===== config.mk =====
export PLATFORM = sky130hd
export DESIGN_NAME = glyph_row_fetch_scheduler
export DESIGN_NICKNAME = d
export VERILOG_FILES = /design/src/rtl/glyph_row_fetch_scheduler.sv
export SDC_FILE = /design/constraint.sdc
export NUM_CORES = 1
export LEC_CHECK = 0
export BUFFER_PORTS_ARGS = -buffer_cell sky130_fd_sc_hd__buf_2
export CAP_MARGIN = 20
export CORE_UTILIZATION = 40
export DETAILED_ROUTE_END_ITERATION = 16
export GPL_TIMING_DRIVEN = 0
export MAX_ROUTING_LAYER = met4
export SLEW_MARGIN = 20
export SYNTH_ARGS = -nofsm -noshare
export SYNTH_HDL_FRONTEND = slang
export SYNTH_SLANG_ARGS = --single-unit
export TNS_END_PERCENT = 20

===== constraint.sdc =====
create_clock -name clk -period 13.55 [get_ports clk]
set_input_delay 2.71 -clock clk [delete_from_list [all_inputs] [get_ports clk]]
set_output_delay 2.71 -clock clk [all_outputs]
set_load 0.01 [all_outputs]

===== src/rtl/glyph_row_fetch_scheduler.sv =====
// ---------------------------------------------------------------------------
// glyph_row_fetch_scheduler
//
// Shares one synchronous glyph word ROM among NUM_GLYPHS row requesters.
// Each requester pulses req[g] with a row index and base address. The request
// is held pending until a round-robin grant picks it. The granted row is then
// fetched as WORDS_PER_ROW consecutive ROM words. The words are packed
// MSB-first into rowData, and a one-hot rowValid pulse names the glyph that
// owns the row.
//
// Ports
//   clk           pixel clock, single clock domain
//   reset         synchronous, active-high
//   req           per-glyph row request pulse
//   rowIndexFlat  glyph g row index at [4g+3:4g], sampled with req[g]
//   baseFlat      glyph g base address at [ADDR_W*g +: ADDR_W], sampled with req[g]
//   rom_addr      ROM address, combinational from registered state (0 when not fetching)
//   rom_q         ROM data, valid one cycle after rom_addr
//   rowData       completed row, registered, held between pulses
//   rowValid      one-hot single-cycle pulse marking the owner of rowData
//   busy          high whenever the scheduler is not idle
//   overrun       (only with GLYPH_SCHED_OVERRUN_EN) sticky per-glyph flag set
//                 when a request lands on a glyph that is still pending or in flight
//
// Optional feature macro: GLYPH_SCHED_OVERRUN_EN
// ---------------------------------------------------------------------------
module glyph_row_fetch_scheduler #(
  parameter int NUM_GLYPHS    = 5,
  parameter int ADDR_W        = 10,
  parameter int WORD_W        = 16,
  parameter int WORDS_PER_ROW = 3
) (
  input  logic                            clk,
  input  logic                            reset,
  input  logic [NUM_GLYPHS-1:0]           req,
  input  logic [NUM_GLYPHS*4-1:0]         rowIndexFlat,
  input  logic [NUM_GLYPHS*ADDR_W-1:0]    baseFlat,
  output logic [ADDR_W-1:0]               rom_addr,
  input  logic [WORD_W-1:0]               rom_q,
  output logic [WORDS_PER_ROW*WORD_W-1:0] rowData,
  output logic [NUM_GLYPHS-1:0]           rowValid,
  output logic                            busy
`ifdef GLYPH_SCHED_OVERRUN_EN
  ,
  output logic [NUM_GLYPHS-1:0]           overrun
`endif
);

  localparam int GW    = $clog2(NUM_GLYPHS);
  localparam int ROW_W = WORDS_PER_ROW * WORD_W;
  localparam int EXT_W = ADDR_W + 4;
  localparam int CNT_W = (WORDS_PER_ROW > 1) ? $clog2(WORDS_PER_ROW) : 1;
  localparam logic [CNT_W-1:0] CNT_LAST = CNT_W'(WORDS_PER_ROW - 1);

  typedef enum logic [1:0] {
    S_IDLE  = 2'd0,
    S_FETCH = 2'd1,
    S_DRAIN = 2'd2
  } state_t;

  state_t                  state_q;
  logic [NUM_GLYPHS-1:0]   pending_q, pending_d;
  logic [GW-1:0]           last_q;
  logic [GW-1:0]           act_q;
  logic [3:0]              act_idx_q;
  logic [ADDR_W-1:0]       act_base_q;
  logic [CNT_W-1:0]        cnt_q;
  logic                    cap_q;
  logic [ROW_W-1:0]        acc_q, acc_d;
  logic [ROW_W-1:0]        rowData_q;
  logic [NUM_GLYPHS-1:0]   rowValid_q;
  logic [3:0]              idx_q  [NUM_GLYPHS];
  logic [ADDR_W-1:0]       base_q [NUM_GLYPHS];

  logic                    gnt_vld;
  logic [GW-1:0]           gnt_idx;
  logic [NUM_GLYPHS-1:0]   gnt_mask;
  logic [EXT_W-1:0]        addr_ext;

  // Round-robin pick: each glyph's distance from last_q+1 (mod NUM_GLYPHS).
  // The nearest pending glyph wins.
  always_comb begin
    int best_d;
    int d;
    gnt_vld = 1'b0;
    gnt_idx = '0;
    best_d  = NUM_GLYPHS;
    d       = 0;
    for (int g = 0; g < NUM_GLYPHS; g++) begin
      d = g - int'(last_q) - 1;
      if (d < 0) d = d + NUM_GLYPHS;
      if (pending_q[g] && (d < best_d)) begin
        best_d  = d;
        gnt_vld = 1'b1;
        gnt_idx = GW'(g);
      end
    end
  end

  assign gnt_mask  = (state_q == S_IDLE && gnt_vld) ? (NUM_GLYPHS'(1) << gnt_idx) : '0;
  // A request in the grant cycle re-arms the glyph, so the set takes priority over the clear.
  assign pending_d = (pending_q & ~gnt_mask) | req;

  // Address arithmetic is done ADDR_W+4 bits wide; the ROM sees it modulo 2^ADDR_W.
  assign addr_ext = EXT_W'(act_base_q) + EXT_W'(act_idx_q) * EXT_W'(WORDS_PER_ROW)
                  + EXT_W'(cnt_q);
  assign rom_addr = (state_q == S_FETCH) ? addr_ext[ADDR_W-1:0] : '0;

  // Each returning word shifts in at the LSB, so word 0 ends up in the MSBs.
  assign acc_d = cap_q ? ((acc_q << WORD_W) | ROW_W'(rom_q)) : acc_q;

  assign rowData  = rowData_q;
  assign rowValid = rowValid_q;
  assign busy     = (state_q != S_IDLE);

  always_ff @(posedge clk) begin
    // ---- request capture / grant latch (data path, not reset) ----
    for (int g = 0; g < NUM_GLYPHS; g++) begin
      if (req[g]) begin
        idx_q[g]  <= rowIndexFlat[4*g +: 4];
        base_q[g] <= baseFlat[ADDR_W*g +: ADDR_W];
      end
    end
    if (state_q == S_IDLE && gnt_vld) begin
      act_idx_q  <= idx_q[gnt_idx];
      act_base_q <= base_q[gnt_idx];
    end
    acc_q <= acc_d;

    // ---- control FSM and registered outputs ----
    if (reset) begin
      state_q    <= S_IDLE;
      pending_q  <= '0;
      last_q     <= GW'(NUM_GLYPHS - 1);
      act_q      <= '0;
      cnt_q      <= '0;
      cap_q      <= 1'b0;
      rowValid_q <= '0;
      rowData_q  <= '0;
    end else begin
      rowValid_q <= '0;
      cap_q      <= (state_q == S_FETCH);
      pending_q  <= pending_d;
      case (state_q)
        S_IDLE: begin
          if (gnt_vld) begin
            act_q   <= gnt_idx;
            last_q  <= gnt_idx;
            cnt_q   <= '0;
            state_q <= S_FETCH;
          end
        end
        S_FETCH: begin
          cnt_q <= cnt_q + CNT_W'(1);
          if (cnt_q == CNT_LAST) state_q <= S_DRAIN;
        end
        S_DRAIN: begin
          // The last word arrives in this cycle, so the row is taken from acc_d.
          rowData_q  <= acc_d;
          rowValid_q <= NUM_GLYPHS'(1) << act_q;
          state_q    <= S_IDLE;
        end
        default: state_q <= S_IDLE;
      endcase
    end
  end

`ifdef GLYPH_SCHED_OVERRUN_EN
  logic [NUM_GLYPHS-1:0] overrun_q;
  logic [NUM_GLYPHS-1:0] inflight_mask;

  // A glyph counts as in flight from its grant cycle until its DRAIN cycle.
  assign inflight_mask = ((state_q == S_FETCH || state_q == S_DRAIN)
                          ? (NUM_GLYPHS'(1) << act_q) : '0) | gnt_mask;

  always_ff @(posedge clk) begin
    if (reset) overrun_q <= '0;
    else       overrun_q <= overrun_q | (req & (pending_q | inflight_mask));
  end

  assign overrun = overrun_q;
`endif

endmodule


==> out/results.ini, run 1 <==
[synthesis]
synth_edf_count = 84
ys_seq_elements = 199
syn_inst = 903
synth.cell_area_um2 = 9228
postSynth.asyncResetShare_pct = 0
mappedNetlistNets = 1044
synth_sequential_area_ratio_pct = 52.28
ys.warnings.count = 0
post_synth_top_flop = sky130_fd_sc_hd__dfxtp_1
post_synth_num_cell_types = 63
synthesis.area_per_instance_um2 = 10.22

[detailed_routing]
drt_first_iter_violations = 419
drt.antenna.violating_nets = 0
detail_route.wirelength_mm = 22.17
total_via_count_after_detailed_routing = 7036
drtPass1Iterations = 5
detail_route.wl_per_cell_um = 16.09
drc = 0
drt-vias-per-instance = 5.106

[critical_path]
critical-path-top-cell-by-count = sky130_fd_sc_hd__buf_2
worst-endpoint-arrival_ns = 11.72
critical_path.slowest_cell = sky130_fd_sc_hd__dfxtp_1
critical_path.endpoint_type = flop
critPathBufInv = 15
critical_path.startpoint_type = flop
worst-path-max-fanout = 11
delay_of_the_slowest_cell_on_the_worst_path_ns = 0.53
critical_path.top_delay_family = compound AO/OA/AOI/OAI gates
required_time_reported_for_the_critical_path_endpoint_ns = 13.72
critical_path.startpoint = last_q[0]
timing.setup.critical_path_class = flop to flop
worstReg2RegStart = last_q[0]

[timing]
timing.final.crit_share_pct = 85.26
tightestPinTransition_ns = 0.7033
timing_max_transition_violations_final = 0
hold-worst-slack_ns = 0.4778
slew-limit-headroom_pct = 51.90
fmaxAchievable_mhz = 86.56
worst_clock_skew_ns = 0.01089
finalSetupViolations = 0
hold_viol_final = 0
post-route-min-period_ns = 11.55
tns_ns = 0
rsz0062_at_grt = no

[floorplan]
chip_height_um = 153.9
floorplan.die_area_um2 = 23680
io_pins = 157
core.rowCount = 55
initial_utilization_pct = 40.76
dieWidth_um = 153.9
fp.coreArea_um2 = 22640

[clocking]
worst_skew_pair.late_latency_ns = 0.43
postCtsResizedCells = 0
post-cts-setup-buffers = 0
cts-root-buf = sky130_fd_sc_hd__clkbuf_16
cts-hold-fix-buffers = 0
htreeDepth = 4
num_cts_buffers = 17
cts_num_sinks = 199
cts_tree = built
clkSlewWorstSetupHoldPaths_ns = 0.07
deepest_clock_path_buffer_count = 2

[power_and_ir_drop]
worst_ir_drop_vdd_v = 0.0001359
p_leak_nw = 4.653
power_per_unit_of_standard_cell_area_nw_per_um2 = 266.6

[run_status]
outcome = completed

[global_routing]
all_layer_global_routing_usage_pct = 19.87
grt_first_pass_wirelength_mm = 35.24
overflow = 0
grt_start_max_net_pins = 20
first_global_vias = 6676
initial_antenna_violation_count = 2

[place]
dpl.hpwl_mm = 16.91
port-buffer-count = 156
globalplace.congestion = 0.8266

[min_path]
hold_path_class = flop to flop
timing.hold.worst.start = act_q[2]

[run]
max-cap-violations = 0

[finish]
num-nets-final = 1219
layout-drive-gt1-share_pct = 23.92
final_core_utilization_pct = 48.42
area_delta_synth_final_pct = 18.79

-- worst paths after layout --
| path | endpoint | slack, ns | depth (start not counted) |
|---|---|---|---|
| worst max-delay path | act_base_q[7] | 2.00 | 45 |
| worst min-delay path | rowValid[4] | 0.48 | 2 |
| worst min register to register | rowValid[4] | 0.48 | 2 |
| worst max register to register | act_base_q[7] | 2.00 | 45 |
-- synth_stat cells (12+ instances only) --
cell / instances / share of area, %
sky130_fd_sc_hd__mux2i_1: 18 / 2.0
sky130_fd_sc_hd__edfxtp_1: 84 / 27
sky130_fd_sc_hd__nor2_1: 146 / 5.9
sky130_fd_sc_hd__inv_1: 25 / 1.0
sky130_fd_sc_hd__dfxtp_1: 115 / 25
sky130_fd_sc_hd__nor3_1: 62 / 3.4
sky130_fd_sc_hd__nand3_1: 20 / 1.1
sky130_fd_sc_hd__nor2b_1: 12 / 0.81
sky130_fd_sc_hd__clkbuf_1: 31 / 1.3
sky130_fd_sc_hd__nand2b_1: 12 / 0.81
sky130_fd_sc_hd__a21oi_1: 23 / 1.2
sky130_fd_sc_hd__mux2_2: 48 / 5.9
sky130_fd_sc_hd__nand2_1: 59 / 2.4
sky130_fd_sc_hd__a31oi_1: 19 / 1.3
sky130_fd_sc_hd__o21ai_0: 48 / 2.6
sky130_fd_sc_hd__ha_1: 43 / 5.8
-- stage by stage --
step | instances | worst slack, ns | power [W] | area, um^2
after floorplan | 903 | 4.591 | 0.002028 | 9228
after global placement | 1344 | 2.198 | 0.002409 | 10360
after detailed placement | 1344 | 2.160 | 0.002433 | 10360
after CTS | 1376 | 2.061 | 0.002948 | 10960
after global routing | 1378 | 1.154 | 0.003173 | 10960
final | 1378 | 1.997 | 0.002922 | 10960
-- per-layer routing --
metal | vias up | GRT usage [%] | routed length (um) | part of all wire, %
met3 | 23 | 3.579 | 1094 | 4.9
li1 | 3532 | - | - | -
met1 | 3283 | 26.12 | 10440 | 47
met5 | - | - | 0 | 0
met4 | 0 | 5.381 | 339 | 1.5
met2 | 198 | 31.45 | 10300 | 46
-- cells by family after synthesis --
group,count (synthesis),synth area share [%]
fa+ha+maj,48,6.915
compound gates,137,9.844
flops,199,52.28
mux,66,7.810
xor+xnor,23,2.332
buf+inv,80,3.525
simple gates,350,17.29
-- registers in the layout, summed over array words and instances (netlist names) --
register    cells
act_base_q     10
state_q         2
rowData        48
cap_q           1
acc_q          48
rowValid        5
cnt_q           2
act_idx_q       4
idx_q          20
pending_q       5
act_q           1
base_q         50
last_q          3
-- area by class of cell --
class	instances	area, um^2
Inverter	26	97.59
Multi-Input combinational cell	624	4078
Fill cell	2146	11680
Tap cell	285	356.6
Sequential cell	199	4825
Timing Repair Buffer	156	780.7
Clock buffer	18	439.2
Clock inverter	14	152.6
Buffer	54	227.7
Antenna cell	2	5.005
-- placed cells by master, fill, tap and decap left out, types with 17 or more instances in the layout --
| master | netlist | final |
|---|---|---|
| sky130_fd_sc_hd__clkbuf_1 | 31 | 31 |
| sky130_fd_sc_hd__nand3_1 | 20 | 20 |
| sky130_fd_sc_hd__nand2_1 | 59 | 59 |
| sky130_fd_sc_hd__a21oi_1 | 23 | 23 |
| sky130_fd_sc_hd__dfxtp_1 | 115 | 115 |
| sky130_fd_sc_hd__nor3_1 | 62 | 62 |
| sky130_fd_sc_hd__nor2_1 | 146 | 146 |
| sky130_fd_sc_hd__edfxtp_1 | 84 | 84 |
| sky130_fd_sc_hd__a31oi_1 | 19 | 19 |
| sky130_fd_sc_hd__mux2i_1 | 18 | 18 |
| sky130_fd_sc_hd__o21ai_0 | 48 | 48 |
| sky130_fd_sc_hd__inv_1 | 25 | 25 |
| sky130_fd_sc_hd__buf_2 | 11 | 167 |
| sky130_fd_sc_hd__mux2_2 | 48 | 48 |
| sky130_fd_sc_hd__ha_1 | 43 | 43 |
| sky130_fd_sc_hd__clkbuf_16 | 0 | 17 |
-- power breakdown --
group,internal [W],switching (W)
logic,0.000631,0.000901
registers,0.000815,0.0000704
clock network,0.000268,0.000237
-- worst reg2reg max path, delay by kind of cell, from the launching register on --
kind | cells | cell delay [ns]
AOI/OAI and AO/OA | 18 | 3.89
buffers and inverters | 15 | 3.89
DFF | 1 | 0.53
and+or+nand+nor | 7 | 1.42
adders and majority gates | 5 | 1.57
Power figures use the tool's default switching activity.
==> run 2: changes to the inputs <==
--- a/config.mk
+++ b/config.mk
@@ -7,10 +7,12 @@
 export LEC_CHECK = 0
 export BUFFER_PORTS_ARGS = -buffer_cell sky130_fd_sc_hd__buf_2
 export CAP_MARGIN = 20
+export CORE_ASPECT_RATIO = 0.75
 export CORE_UTILIZATION = 40
 export DETAILED_ROUTE_END_ITERATION = 16
 export GPL_TIMING_DRIVEN = 0
 export MAX_ROUTING_LAYER = met4
+export SETUP_SLACK_MARGIN = 0.15
 export SLEW_MARGIN = 20
 export SYNTH_ARGS = -nofsm -noshare
 export SYNTH_HDL_FRONTEND = slang
==> run 2 against run 1 <==
Effect of this change:
- clock skew rose by 0.0043 ns
- highest routed layer unchanged
- cell count up 0.65%
- via count up 0.72%
- sequential share of layout area fell by 0.050 points
- total power up 0.82%
==> out/results.ini, run 2 (synthesized netlist as in run 1, its figures left out) <==
[critical_path]
critical_path.slowest_cell = sky130_fd_sc_hd__nor3b_1
required_time_reported_for_the_critical_path_endpoint_ns = 13.72
delay_of_the_slowest_cell_on_the_worst_path_ns = 0.53
reg2reg_depth = 45
critical_path.reg2reg.endpoint = act_base_q[3]
worst-endpoint-arrival_ns = 11.81
worstReg2RegStart = last_q[0]
timing.setup.critical_path_class = flop to flop
r2r_setup_slack_ns = 1.91
worst-path-max-fanout = 11
critical_path.endpoint_type = flop
critical-path-top-cell-by-count = sky130_fd_sc_hd__buf_2
critical_path.startpoint_type = flop

[finish]
registers.top_by_ff_count = base_q
area_delta_synth_final_pct = 18.93
num-nets-final = 1219
finish.cell_count_without_fillers = 1387
number_of_flip_flops_under_the_largest_register_name = 50
most_frequent_cells_in_the_layout = 167 x sky130_fd_sc_hd__buf_2, 146 x sky130_fd_sc_hd__nor2_1, 115 x sky130_fd_sc_hd__dfxtp_1, 84 x sky130_fd_sc_hd__edfxtp_1, 62 x sky130_fd_sc_hd__nor3_1
mostFrequentLayoutCell = sky130_fd_sc_hd__buf_2
layout-drive-gt1-share_pct = 23.46
fillCellCount = 2098
final_area_um2 = 10970

[timing]
slew-limit-headroom_pct = 43.90
hold_viol_final = 0
tns_ns = 0
hold-worst-slack_ns = 0.4779
post-route-min-period_ns = 11.64
worst_clock_skew_ns = 0.01518
timing.final.crit_share_pct = 85.93
fmaxAchievable_mhz = 85.89
finalSetupViolations = 0
rsz0062_at_grt = no
tightestPinTransition_ns = 0.8203
timing_max_transition_violations_final = 0

[detailed_routing]
total_via_count_after_detailed_routing = 7087
drtPass1Iterations = 5
drt-vias-per-instance = 5.110
drt_first_iter_violations = 453
detail_route.wirelength_mm = 23.00
drt.antenna.violating_nets = 0
drc = 0
detail_route.wl_per_cell_um = 16.58

[clocking]
clkSlewWorstSetupHoldPaths_ns = 0.07
worst_skew_pair.late_latency_ns = 0.44
post-cts-setup-buffers = 0
cts-hold-fix-buffers = 0
cts_num_sinks = 199
cts_tree = built
htreeDepth = 4
deepest_clock_path_buffer_count = 2
cts-root-buf = sky130_fd_sc_hd__clkbuf_16
postCtsResizedCells = 0
num_cts_buffers = 17

[global_routing]
first_global_vias = 6775
overflow = 0
all_layer_global_routing_usage_pct = 20.68
grt_start_max_net_pins = 20
grt_first_pass_wirelength_mm = 36.07
initial_antenna_violation_count = 2

[place]
dpl.cell_count = 1353
placement.cell_area_um2 = 10380
globalplace.congestion = 0.8722
port-buffer-count = 156
dpl.hpwl_mm = 17.42

[floorplan]
floorplan.die_area_um2 = 23690
dieWidth_um = 177.4
core.rowCount = 47
io_pins = 157
chip_height_um = 133.5
initial_utilization_pct = 41.29
fp.coreArea_um2 = 22350

[min_path]
worstHoldPathCells = 1
min_to = acc_q[41]
hold_path_class = flop to flop
timing.hold.worst.start = acc_q[41]

[run]
max-cap-violations = 0

[power_and_ir_drop]
worst_ir_drop_vdd_v = 0.0001402
power_per_unit_of_standard_cell_area_nw_per_um2 = 268.5
p_leak_nw = 4.662

[run_status]
outcome = completed

## run 2: changes by cell type in the layout (fill, tap and decap cells not counted), sizes merged
cell,previous run,this run
inv,36,30
clkbuf,49,54
clkinv,1,3
clkinvlp,2,0
bufinv,1,2
## run 2: how the worst max path moves through the flow
stage	start	endpoint	slack (ns)	depth (start not counted)
6_report	last_q[0]	act_base_q[3]	1.91	45
5_1_grt	last_q[0]	act_base_q[3]	0.88	45
4_1_cts	last_q[0]	act_base_q[3]	2.07	45
3_5_place_dp	last_q[0]	act_base_q[3]	2.15	45
3_3_place_gp	last_q[0]	act_base_q[7]	2.17	45
2_1_floorplan	last_q[0]	act_base_q[2]	4.59	45
## run 2: final cells by class
| type | instances | area (um^2) | area share, % |
|---|---|---|---|
| Antenna cell | 2 | 5.005 | 0.04560 |
| Buffer | 54 | 227.7 | 2.075 |
| Clock buffer | 23 | 490.5 | 4.469 |
| Clock inverter | 9 | 102.6 | 0.9349 |
| Inverter | 26 | 97.59 | 0.8893 |
| Multi-Input combinational cell | 624 | 4078 | 37.16 |
| Sequential cell | 199 | 4825 | 43.96 |
| Tap cell | 294 | 367.9 | 3.352 |
| Timing Repair Buffer | 156 | 780.7 | 7.114 |
## run 2: per-layer routing
metal	GRT usage, %	vias up	wire (um)
li1	-	3534	-
met1	30.16	3327	11940
met2	28.75	214	9643
met3	4.766	12	1256
met4	4.748	0	162
met5	-	-	0
## run 2: metrics by stage
step | utilization (%) | worst slack [ns] | total power (W)
6_report | 49.11 | 1.907 | 0.002946
5_1_grt | 49.11 | 0.8810 | 0.003197
4_1_cts | 49.09 | 2.072 | 0.002957
3_5_place_dp | 46.43 | 2.151 | 0.002436
3_3_place_gp | 46.43 | 2.171 | 0.002425
2_1_floorplan | - | 4.591 | 0.002028
## run 2: power by group
group | switching, W | total, W | leakage [nW] | internal, W
combinational | 0.000924 | 0.00156 | 2.60 | 0.000631
sequential | 0.0000672 | 0.000882 | 1.77 | 0.000815
clock | 0.000222 | 0.000508 | 0.298 | 0.000287
total | 0.00121 | 0.00295 | 4.66 | 0.00173
## run 2: critical path, delay by kind of cell (launching register included)
| family | cells | cell delay [ns] |
|---|---|---|
| buffers and inverters | 15 | 3.95 |
| AO/OA/AOI/OAI | 18 | 3.84 |
| AND/OR/NAND/NOR | 7 | 1.50 |
| flip-flops | 1 | 0.51 |
| adder cells (fa/ha/maj) | 5 | 1.56 |
